--- src/rtl/pacman_pkg.sv ---
// Shared types for the pacman/ghost movers: headings, keycodes, mover FSM states
// and the one-step target calculation used by every mover.
package pacman_pkg;

  typedef enum logic [1:0] {LEFT, RIGHT, DOWN, UP} dir_t;

  localparam logic [7:0] KEY_LEFT  = 8'h04;
  localparam logic [7:0] KEY_RIGHT = 8'h07;
  localparam logic [7:0] KEY_DOWN  = 8'h16;
  localparam logic [7:0] KEY_UP    = 8'h1A;

  typedef enum logic [1:0] {IDLE, Q_PEND, Q_HEAD, COMMIT} mover_state_t;

  typedef struct packed {
    logic       oob;
    logic [9:0] x;
    logic [9:0] y;
  } target_t;

  // Upper-bound checks use an 11-bit sum so x+STEP cannot wrap past X_MAX.
  function automatic target_t step_target(input logic [9:0]  x,
                                          input logic [9:0]  y,
                                          input dir_t        d,
                                          input logic [9:0]  step,
                                          input logic [10:0] x_max,
                                          input logic [10:0] y_max);
    target_t     t;
    logic [10:0] sum_x;
    logic [10:0] sum_y;
    sum_x = {1'b0, x} + {1'b0, step};
    sum_y = {1'b0, y} + {1'b0, step};
    t.x   = x;
    t.y   = y;
    t.oob = 1'b0;
    case (d)
      LEFT:  begin t.x = x - step;    t.oob = (x < step);      end
      RIGHT: begin t.x = sum_x[9:0];  t.oob = (sum_x > x_max); end
      DOWN:  begin t.y = sum_y[9:0];  t.oob = (sum_y > y_max); end
      UP:    begin t.y = y - step;    t.oob = (y < step);      end
      default: t.oob = 1'b1;
    endcase
    return t;
  endfunction

endpackage

--- src/rtl/ghost_mover_if.sv ---
// Wall-lookup request/acknowledge channel between a mover and the maze lookup.
interface ghost_mover_if;
  logic       query_req;
  logic [9:0] query_x;
  logic [9:0] query_y;
  logic       query_ack;
  logic       query_blocked;

  modport master (output query_req, query_x, query_y,
                  input  query_ack, query_blocked);
  modport slave  (input  query_req, query_x, query_y,
                  output query_ack, query_blocked);
endinterface

--- src/rtl/dir_decode.sv ---
// Keycode to heading decoder, shared by the keyboard-driven and ghost movers.
module dir_decode
  import pacman_pkg::*;
(
  input  logic [7:0] code,
  output logic       valid,
  output dir_t       dir
);

  // NOTE: every output gets a default before the case so no latch is inferred.
  always_comb begin
    valid = 1'b1;
    dir   = LEFT;
    case (code)
      KEY_LEFT:  dir = LEFT;
      KEY_RIGHT: dir = RIGHT;
      KEY_DOWN:  dir = DOWN;
      KEY_UP:    dir = UP;
      default:   valid = 1'b0;
    endcase
  end

endmodule

--- src/rtl/ghost_mover.sv ---
// Ghost sprite mover: once per frame tick, tries the pending heading, falls back
// to the current heading, and commits a step only where the maze lookup says open.
module ghost_mover
  import pacman_pkg::*;
#(
  parameter int X_INIT = 320,
  parameter int Y_INIT = 240,
  parameter int X_MAX  = 639,
  parameter int Y_MAX  = 479,
  parameter int STEP   = 1
) (
  input  logic                 Clk,
  input  logic                 Reset,
  input  logic                 frame_clk,
  input  logic [7:0]           dir,
  ghost_mover_if.master        q,
  output logic [9:0]           pos_x,
  output logic [9:0]           pos_y,
  output dir_t                 heading,
  output logic                 moving
);

  localparam logic [9:0]  STEP_W  = 10'(STEP);
  localparam logic [10:0] X_MAX_W = 11'(X_MAX);
  localparam logic [10:0] Y_MAX_W = 11'(Y_MAX);

  mover_state_t state_q, state_d;
  dir_t         pending_q, pending_d;
  dir_t         heading_q, heading_d;
  dir_t         qdir_q, qdir_d;
  logic [9:0]   pos_x_q, pos_x_d, pos_y_q, pos_y_d;
  logic [9:0]   qx_q, qx_d, qy_q, qy_d;
  logic         req_q, req_d;
  logic         moving_q, moving_d;

  logic         dec_valid;
  dir_t         dec_dir;
  target_t      pend_tgt, head_tgt;

  dir_decode u_dir_decode (
    .code  (dir),
    .valid (dec_valid),
    .dir   (dec_dir)
  );

  assign pend_tgt = step_target(pos_x_q, pos_y_q, pending_q, STEP_W, X_MAX_W, Y_MAX_W);
  assign head_tgt = step_target(pos_x_q, pos_y_q, heading_q, STEP_W, X_MAX_W, Y_MAX_W);

  always_comb begin
    state_d   = state_q;
    pending_d = dec_valid ? dec_dir : pending_q;
    heading_d = heading_q;
    qdir_d    = qdir_q;
    pos_x_d   = pos_x_q;
    pos_y_d   = pos_y_q;
    qx_d      = qx_q;
    qy_d      = qy_q;
    req_d     = req_q;
    moving_d  = moving_q;

    case (state_q)
      IDLE: if (frame_clk) begin
        if (pending_q != heading_q) begin
          // An out-of-range turn is treated as blocked; Q_HEAD then issues the fallback.
          state_d = Q_HEAD;
          if (!pend_tgt.oob) begin
            req_d   = 1'b1;
            qx_d    = pend_tgt.x;
            qy_d    = pend_tgt.y;
            qdir_d  = pending_q;
            state_d = Q_PEND;
          end
        end else if (head_tgt.oob) begin
          moving_d = 1'b0;
        end else begin
          req_d   = 1'b1;
          qx_d    = head_tgt.x;
          qy_d    = head_tgt.y;
          qdir_d  = heading_q;
          state_d = Q_HEAD;
        end
      end

      Q_PEND: if (q.query_ack) begin
        req_d   = 1'b0;
        state_d = q.query_blocked ? Q_HEAD : COMMIT;
      end

      Q_HEAD: begin
        if (!req_q) begin
          if (head_tgt.oob) begin
            moving_d = 1'b0;
            state_d  = IDLE;
          end else begin
            req_d  = 1'b1;
            qx_d   = head_tgt.x;
            qy_d   = head_tgt.y;
            qdir_d = heading_q;
          end
        end else if (q.query_ack) begin
          req_d = 1'b0;
          if (q.query_blocked) begin
            moving_d = 1'b0;
            state_d  = IDLE;
          end else begin
            state_d = COMMIT;
          end
        end
      end

      COMMIT: begin
        pos_x_d   = qx_q;
        pos_y_d   = qy_q;
        heading_d = qdir_q;
        moving_d  = 1'b1;
        state_d   = IDLE;
      end

      default: state_d = IDLE;
    endcase
  end

  // NOTE: state registers use non-blocking assignments so every flop samples pre-edge values.
  always_ff @(posedge Clk or negedge Reset) begin
    if (!Reset) begin
      state_q   <= IDLE;
      pending_q <= LEFT;
      heading_q <= LEFT;
      qdir_q    <= LEFT;
      pos_x_q   <= 10'(X_INIT);
      pos_y_q   <= 10'(Y_INIT);
      qx_q      <= '0;
      qy_q      <= '0;
      req_q     <= 1'b0;
      moving_q  <= 1'b0;
    end else begin
      state_q   <= state_d;
      pending_q <= pending_d;
      heading_q <= heading_d;
      qdir_q    <= qdir_d;
      pos_x_q   <= pos_x_d;
      pos_y_q   <= pos_y_d;
      qx_q      <= qx_d;
      qy_q      <= qy_d;
      req_q     <= req_d;
      moving_q  <= moving_d;
    end
  end

  assign q.query_req = req_q;
  assign q.query_x   = qx_q;
  assign q.query_y   = qy_q;
  assign pos_x       = pos_x_q;
  assign pos_y       = pos_y_q;
  assign heading     = heading_q;
  assign moving      = moving_q;

endmodule

--- src/flat_wrapper.sv ---
// flat-port wrapper written by rule: the top's interface ports become plain ports
module ghost_mover_flat import pacman_pkg::*;
#(
  parameter int X_INIT = 320,
  parameter int Y_INIT = 240,
  parameter int X_MAX  = 639,
  parameter int Y_MAX  = 479,
  parameter int STEP   = 1
)
  (Clk, Reset, frame_clk, dir, pos_x, pos_y, heading, moving, q_query_req, q_query_x, q_query_y, q_query_ack, q_query_blocked);
  ghost_mover_if q_i ();
  input  logic Clk;
  input  logic Reset;
  input  logic frame_clk;
  input  logic [7:0] dir;
  output logic [9:0] pos_x;
  output logic [9:0] pos_y;
  output dir_t heading;
  output logic moving;
  output wire logic [$bits(q_i.query_req)-1:0] q_query_req;
  output wire logic [$bits(q_i.query_x)-1:0] q_query_x;
  output wire logic [$bits(q_i.query_y)-1:0] q_query_y;
  input wire logic [$bits(q_i.query_ack)-1:0] q_query_ack;
  input wire logic [$bits(q_i.query_blocked)-1:0] q_query_blocked;
  assign q_query_req = q_i.query_req;
  assign q_query_x = q_i.query_x;
  assign q_query_y = q_i.query_y;
  assign q_i.query_ack = q_query_ack;
  assign q_i.query_blocked = q_query_blocked;
  ghost_mover #(.X_INIT(X_INIT), .Y_INIT(Y_INIT), .X_MAX(X_MAX), .Y_MAX(Y_MAX), .STEP(STEP)) u_core (.Clk(Clk), .Reset(Reset), .frame_clk(frame_clk), .dir(dir), .q(q_i), .pos_x(pos_x), .pos_y(pos_y), .heading(heading), .moving(moving));
endmodule
--- config.mk ---
export PLATFORM = sky130hd
export DESIGN_NAME = ghost_mover_flat
export DESIGN_NICKNAME = d
export VERILOG_FILES = /design/src/rtl/pacman_pkg.sv /design/src/rtl/ghost_mover_if.sv /design/src/rtl/dir_decode.sv /design/src/rtl/ghost_mover.sv /design/src/flat_wrapper.sv
export SDC_FILE = /design/constraint.sdc
export NUM_CORES = 1
export LEC_CHECK = 0
export ABC_AREA = 1
export CORE_AREA = 3 3 142 103
export CTS_CLUSTER_DIAMETER = 30
export DETAILED_ROUTE_END_ITERATION = 12
export DIE_AREA = 0 0 145 106
export MAX_ROUTING_LAYER = met4
export PLACE_DENSITY = 0.53
export RECOVER_POWER = 100
export SYNTH_ARGS = -nofsm -noshare
export SYNTH_HDL_FRONTEND = slang
export SYNTH_SLANG_ARGS = --single-unit
--- constraint.sdc ---
create_clock -name Clk -period 3.05 [get_ports Clk]
set_clock_uncertainty 0.2 [all_clocks]
set_input_delay 0.61 -clock Clk [delete_from_list [all_inputs] [get_ports Clk]]
set_output_delay 0.61 -clock Clk [all_outputs]
set_load 0.02 [all_outputs]
; Word-level counts from Yosys, hierarchy flattened
; Index checks and enable logic that the tools add are counted.
[op_classes]
addsub = 4
magnitude_cmp = 4
eq_ne = 23
n_mux = 53
reduce_logical = 11
[op_table]
columns = operator, count
row1 = 10-bit case mux with 2 select lines, 6
row2 = 10-bit 2-to-1 mux, 10
row3 = 2-bit 2-to-1 mux, 14
row4 = 10-bit by 1-bit adder with 11-bit output (second input constant), 2
row5 = 10-bit by 1-bit less-than comparator with 1-bit output (second input constant), 2
row6 = 10-bit by 1-bit subtractor with 10-bit output (second input constant), 2
row7 = 8-bit by 3-bit equality test with 1-bit output (second input constant), 2
row8 = 8-bit by 5-bit equality test with 1-bit output (second input constant), 2
row9 = 1-bit 2-to-1 mux, 16
row10 = 5-bit AND reduction, 3
row11 = 2-bit equality test (second input constant), 6
row12 = 3-bit != test (second input constant), 4
row13 = 11-bit by 10-bit greater-than comparator with 1-bit output (second input constant), 1
row14 = 11-bit by 9-bit greater-than comparator with 1-bit output (second input constant), 1
row15 = 2-bit != test (second input constant), 4
row16 = 1-bit case mux with 4 select lines, 2
row17 = 2-bit case mux with 4 select lines, 1
row18 = 2-bit by 1-bit equality test with 1-bit output (second input constant), 3
row19 = 2-bit logical NOT, 3
row20 = 1-bit case mux with 3 select lines, 2
row21 = 2-bit case mux with 3 select lines, 1
row22 = 3-bit nonzero test, 2
row23 = 2-bit case mux with 2 select lines, 1
row24 = 4-bit AND reduction, 1
row25 = 4 further kinds, 4
[totals]
regBits = 50
out_inout_bits = 44
wordCells = 105

; Longest topological paths before layout
[depth]
ltp_word = 7
ltp_mapped = 18
ltp_nobuf = 17

; Cells and area by module
; From an unflattened synthesis, not the netlist that was laid out.
[hier_totals]
hier_cells = 696
area_unflattened_um2 = 4445.5
[by_module_without_submodules]
columns = mod, instances, cells_per_inst, area_each_um2, seq_area_each_um2
row1 = ghost_mover, 1, 667, 4301.6, 1258.7
row2 = dir_decode, 1, 29, 143.9, 0.0

; Worst setup path before layout
; Ideal clock, no wire load.
[synth_path]
kind = reg-to-reg
startpoint = reg u_core.pos_y_q[0], in the netlist u_core.pos_y[0]
endpoint = reg u_core.qy_q[8], in the netlist u_core.q.query_y[8]
setup_ps = 117
arrival_ps = 2184
required_ps = 2733
path_slack_ps = 549
stages_incl_launch_ff = 19
n_path_buf = 1
cell_sequence = dfrtp_1 > inv_2 > ha_1 > nand2_1 > nor2_1 > nand2_1 > nor2_1 > nand2_1 > nand2_1 > nand3_1 > nand2_2 > a21oi_2 > nand3_2 > nand2_2 > nand2_4 > buf_6 > nor2_2 > nand2_1 > nand2_1
[synth_via]
elab_chain_len = 7
[synth_lines]
columns = item, line_no
row1 = start: declaration, ghost_mover.sv:31  ; logic [9:0] pos_x_q, pos_x_d, pos_y_q, pos_y_d;
row2 = start signal: assignment, ghost_mover.sv:131  ; pos_y_q <= 10'(Y_INIT);
row3 = start signal: assignment, ghost_mover.sv:142  ; pos_y_q <= pos_y_d;
row4 = 10-bit by 1-bit adder with 11-bit output, pacman_pkg.sv:31  ; sum_y = {1'b0, y} + {1'b0, step};
row5 = 11-bit by 9-bit greater-than comparator with 1-bit output, pacman_pkg.sv:38  ; DOWN: begin t.y = sum_y[9:0]; t.oob = (sum_y > y_max); end
row6 = 1-bit case mux with 4 select lines, pacman_pkg.sv:35  ; case (d)
row7 = 10-bit 2-to-1 mux, "ghost_mover.sv:73, ghost_mover.sv:91"
row8 = 10-bit 2-to-1 mux, ghost_mover.sv:63  ; if (pending_q != heading_q) begin
row9 = 10-bit 2-to-1 mux, ghost_mover.sv:62  ; IDLE: if (frame_clk) begin
row10 = 10-bit case mux with 2 select lines, ghost_mover.sv:61  ; case (state_q)
row11 = end signal: assignment, ghost_mover.sv:144  ; qy_q <= qy_d;
row12 = end: declaration, ghost_mover.sv:32  ; logic [9:0] qx_q, qx_d, qy_q, qy_d;
; Parallel ways exist; a longest one is shown, timed or not. The select of a mux whose other input is x is not followed.
; A chain may end at the register's enable or synchronous reset.

; Worst setup path in the final report
[layout_path]
startpoint = reg u_core.pos_x_q[3], in the netlist u_core.pos_x[3]
endpoint = reg u_core.qy_q[0], in the netlist u_core.q.query_y[0]
[layout_via]
elab_chain_len = 7
[layout_lines]
columns = item, line_no
row1 = start: declaration, ghost_mover.sv:31
row2 = start signal: assignment, ghost_mover.sv:130  ; pos_x_q <= 10'(X_INIT);
row3 = start signal: assignment, ghost_mover.sv:141  ; pos_x_q <= pos_x_d;
row4 = 10-bit by 1-bit adder with 11-bit output, pacman_pkg.sv:30  ; sum_x = {1'b0, x} + {1'b0, step};
row5 = 11-bit by 10-bit greater-than comparator with 1-bit output, pacman_pkg.sv:37  ; RIGHT: begin t.x = sum_x[9:0]; t.oob = (sum_x > x_max); end
row6 = 1-bit case mux with 4 select lines, pacman_pkg.sv:35
row7 = 10-bit 2-to-1 mux (3 in series), --
row8 = 10-bit case mux with 2 select lines, --
; Parallel ways exist; a longest one is shown, timed or not. The select of a mux whose other input is x is not followed.

==> summary.md <==
| Metric | Value |
|---|---|
| Final wirelength | `14900 µm` |
| RSZ-0062 raised after global routing | `false` |
| Max Fclk | `0.359 GHz` |
| Synthesized cell area | `0.00439 mm²` |
| Design area | `0.00539 mm²` |
| H-tree depth | `2` |
| CP Max Fanout | `14` |
| Drt drc | `0` |
| Clock root buffer | `clkbuf_16` |
| GRT Util Overall | `0.197` |
| CP startpoint | `u_core.pos_x[3]$_DFFE_PN0P_` |
| Total I/O pin count | `57` |
| Layout Nets | `758` |
| Async SR Flop Fraction | `1.00` |
| Syn_area_per_cell | `6.43 µm²` |
| Core ar. | `0.0132 mm²` |
| Cts hold-fix bufs | `0` |
| Rows | `35` |
| Share of cells above drive strength 1 | `0.100` |
| Antenna viol nets, final | `0` |
| FF+latch count, synth | `50` |
| Register area share after synthesis | `0.287` |
| PnR worst setup slack | `~0.26 ns` |
| Setup TNS | `0 ns` |
| Port Buffers | `56` |
| Largest net degree at the start of global routing | `27` |
| Crit end category | `flip-flop` |
| Vias in the first global route | `4449` |
| Hold Crit Depth | `2` |
| Mapped Cells | `682` |
| CTS tree | `yes` |
| Vias per inst | `~5.3` |
| Worst reg-to-reg setup slack | `0.26 ns` |
| Synth area leaders | `dfrtp_1, nand2_1, nand3_1` |
| Hold worst-path end | `u_core.qdir_q[1]$_DFFE_PN0P_` |
| Cells after DPL | `about 900` |
| Resized Gates After CTS | `0` |
| Max-slew violation count | `0` |
| Clock slew at reported path FFs | `0.07 ns` |
| Status | `completed` |
| Max transition margin | `0.0392` |
| Chip Width | `145 µm` |
| Hpwl dp | `between 10000 and 15000 µm` |
| Pre-Repair DR Iteration Count | `7` |
| Post-CTS setup buffers | `0` |
| Slew at the pin closest to its max-slew limit | `roughly 1.4 ns` |
| Final critical-path share of the clock period | `0.914` |
| Die footprint | `roughly 0.015 mm²` |
| Top FF cell, synth | `dfrtp_1` |
| Period minus WS final | `between 2 and 3 ns` |
| Leading cell types by count after synthesis | `nand2_1, inv_1, nor2_1` |
| Clk Latency, worst-skew pair | `0.30 ns` |
| Kind of critical path | `reg -> reg` |
| GRT overflow | `0` |
| Dpl cell area | `around 0.0052 mm²` |
| WL/cell | `16.1 µm` |
| Worst-case reg-to-reg path depth | `15` |
| Final setup viols | `0` |
| Pre-CTS WS | `approximately 0.14 ns` |
| Area Growth Syn to Fin | `22.8%` |
| FF-to-FF End | `u_core.q.query_y[0]$_DFFE_PN0P_` |
| Synth warn | `0` |
| Worst Path Arrival | `around 2.8 ns` |
| Final Hold Viols | `0` |
| Post-synth top area share | `0.251` |
| Max cap viols | `0` |
| Reg-to-Reg Start | `u_core.pos_x[3]$_DFFE_PN0P_` |
| Iteration-0 DRC count of the detailed router | `543` |
| Mapped Nets | `about 700` |
| Synth unique cells | `40` |
| Yosys top cell by area | `dfrtp_1` |
| Leakage | `0.00250 µW` |
| Antenna violations before repair | `1` |
| Clock Sinks | `50` |
| Cts bufs inserted | `5` |
| Max Root-Sink Buffers | `2` |
| First-pass GRT wire length | `~24000 µm` |
| EDFF count, synth | `0` |
| P per Cell Area | `1250 mW/mm²` |
| Die height | `106 µm` |
| Max IR drop VDD | `between 0.0003 and 0.0004 V` |
| Initial Utilization | `0.333` |
| Worst hold path class | `reg -> reg` |
| Layout Cells excl Fill | `926` |
| Worst EP required | `3.09 ns` |
| Final Wtd Congestion | `about 1` |
| Vias | `4917` |
| CP Launch Type | `flip-flop` |
| Critical hold path startpoint | `u_core.qdir_q[1]$_DFFE_PN0P_` |
| Most frequent cell after synthesis | `nand2_1` |
logic make-up (layout without fill, tap and decap cells):
family,count (synthesis),in the layout,synth area share
adder cells (fa/ha/maj),6,6,0.0171
flip-flops,50,50,0.287
other,0,1,0
AND/OR/NAND/NOR,408,408,0.413
AO/OA/AOI/OAI,98,98,0.143
XOR/XNOR,21,21,0.0419
buffers and inverters,99,157,0.0984
per-layer routing:
| layer | global-route usage | wire length (µm) | up-vias |
|---|---|---|---|
| met5 | - | 0 | - |
| met4 | 0.0386 | 162 | 0 |
| met3 | 0.0499 | 1450 | 18 |
| met2 | 0.270 | 5930 | 214 |
| met1 | 0.291 | 7360 | 2321 |
| li1 | - | - | 2364 |
layout by cell type (no fill, tap or decap), types with 4 or more instances in the layout:
cell type,instances
dlygate4sd3_1,45
a21oi_1,15
clkbuf_1,5
a221oi_1,4
inv_1,61
xnor2_1,4
nand3_1,56
o21ai_0,39
xor2_1,17
a211oi_1,5
nor2_2,19
o221ai_1,12
nor2_1,60
buf_4,20
nand4_1,27
clkbuf_16,5
nand2_1,226
ha_1,5
dfstp_2,6
o211ai_1,12
dfrtp_1,43
clkdlybuf4s50_1,10
stage by stage:
stage / util / hold WS [ns] / power, µW
5_1_grt: 0.409 / 0.348 / 7360
3_5_place_dp: 0.398 / 0.297 / 6190
3_3_place_gp: 0.398 / 0.291 / 6180
2_1_floorplan: - / 0.114 / 4570
6_report: 0.409 / 0.321 / 6710
4_1_cts: 0.409 / 0.128 / 6820
state kept, by name, indices dropped and copies added (netlist names):
signal	flops
u_core.qdir_q	2
u_core.state_q	2
u_core.q.query_x	10
u_core.pos_x	10
u_core.pos_y	10
u_core.pending_q	2
u_core.q.query_req	1
u_core.moving	1
u_core.q.query_y	10
u_core.heading	2
worst max-delay path by stage:
stage,end,slack (ns),cells past startpoint
finish,u_core.q.query_y[0]$_DFFE_PN0P_,0.26,15
global route,u_core.q.query_y[6]$_DFFE_PN0P_,0.02,14
CTS,u_core.q.query_y[9]$_DFFE_PN0P_,0.13,17
detailed placement,u_core.q.query_y[9]$_DFFE_PN0P_,0.14,17
global placement,u_core.q.query_y[9]$_DFFE_PN0P_,0.26,17
floorplan,u_core.q.query_y[8]$_DFFE_PN0P_,0.55,18
power breakdown:
group	internal [µW]	leakage (µW)	switching, µW
clock	327	0.0000739	262
combinational	1770	0.00181	2880
sequential	1000	0.000615	466
total	3100	0.00250	3610
critical path: stages, from the launching register on:
cell	delay (ns)
dfrtp_1	0.53
nand2_1	0.17
nor2_2	0.18
nand3_1	0.11
nand2_1	0.15
nand2_1	0.10
a21boi_1	0.22
nand2_1	0.14
nand3_1	0.11
nand3_2	0.14
nand2_2	0.15
nand2_8	0.12
buf_8	0.18
nor2_1	0.10
nand2_1	0.06
nand2_1	0.05
final cells by class:
cell class / instances / area (µm²)
fillers: 1406 / 7790
multi-input cells: 533 / 2700
well taps: 185 / 231
repair buffers: 84 / 798
clock buffers: 7 / 143
clock inverters: 1 / 5.00
diodes: 1 / 2.50
flip-flops and latches: 50 / 1260
inverters: 65 / 244
No activity file was read; power rests on OpenSTA's default activity.
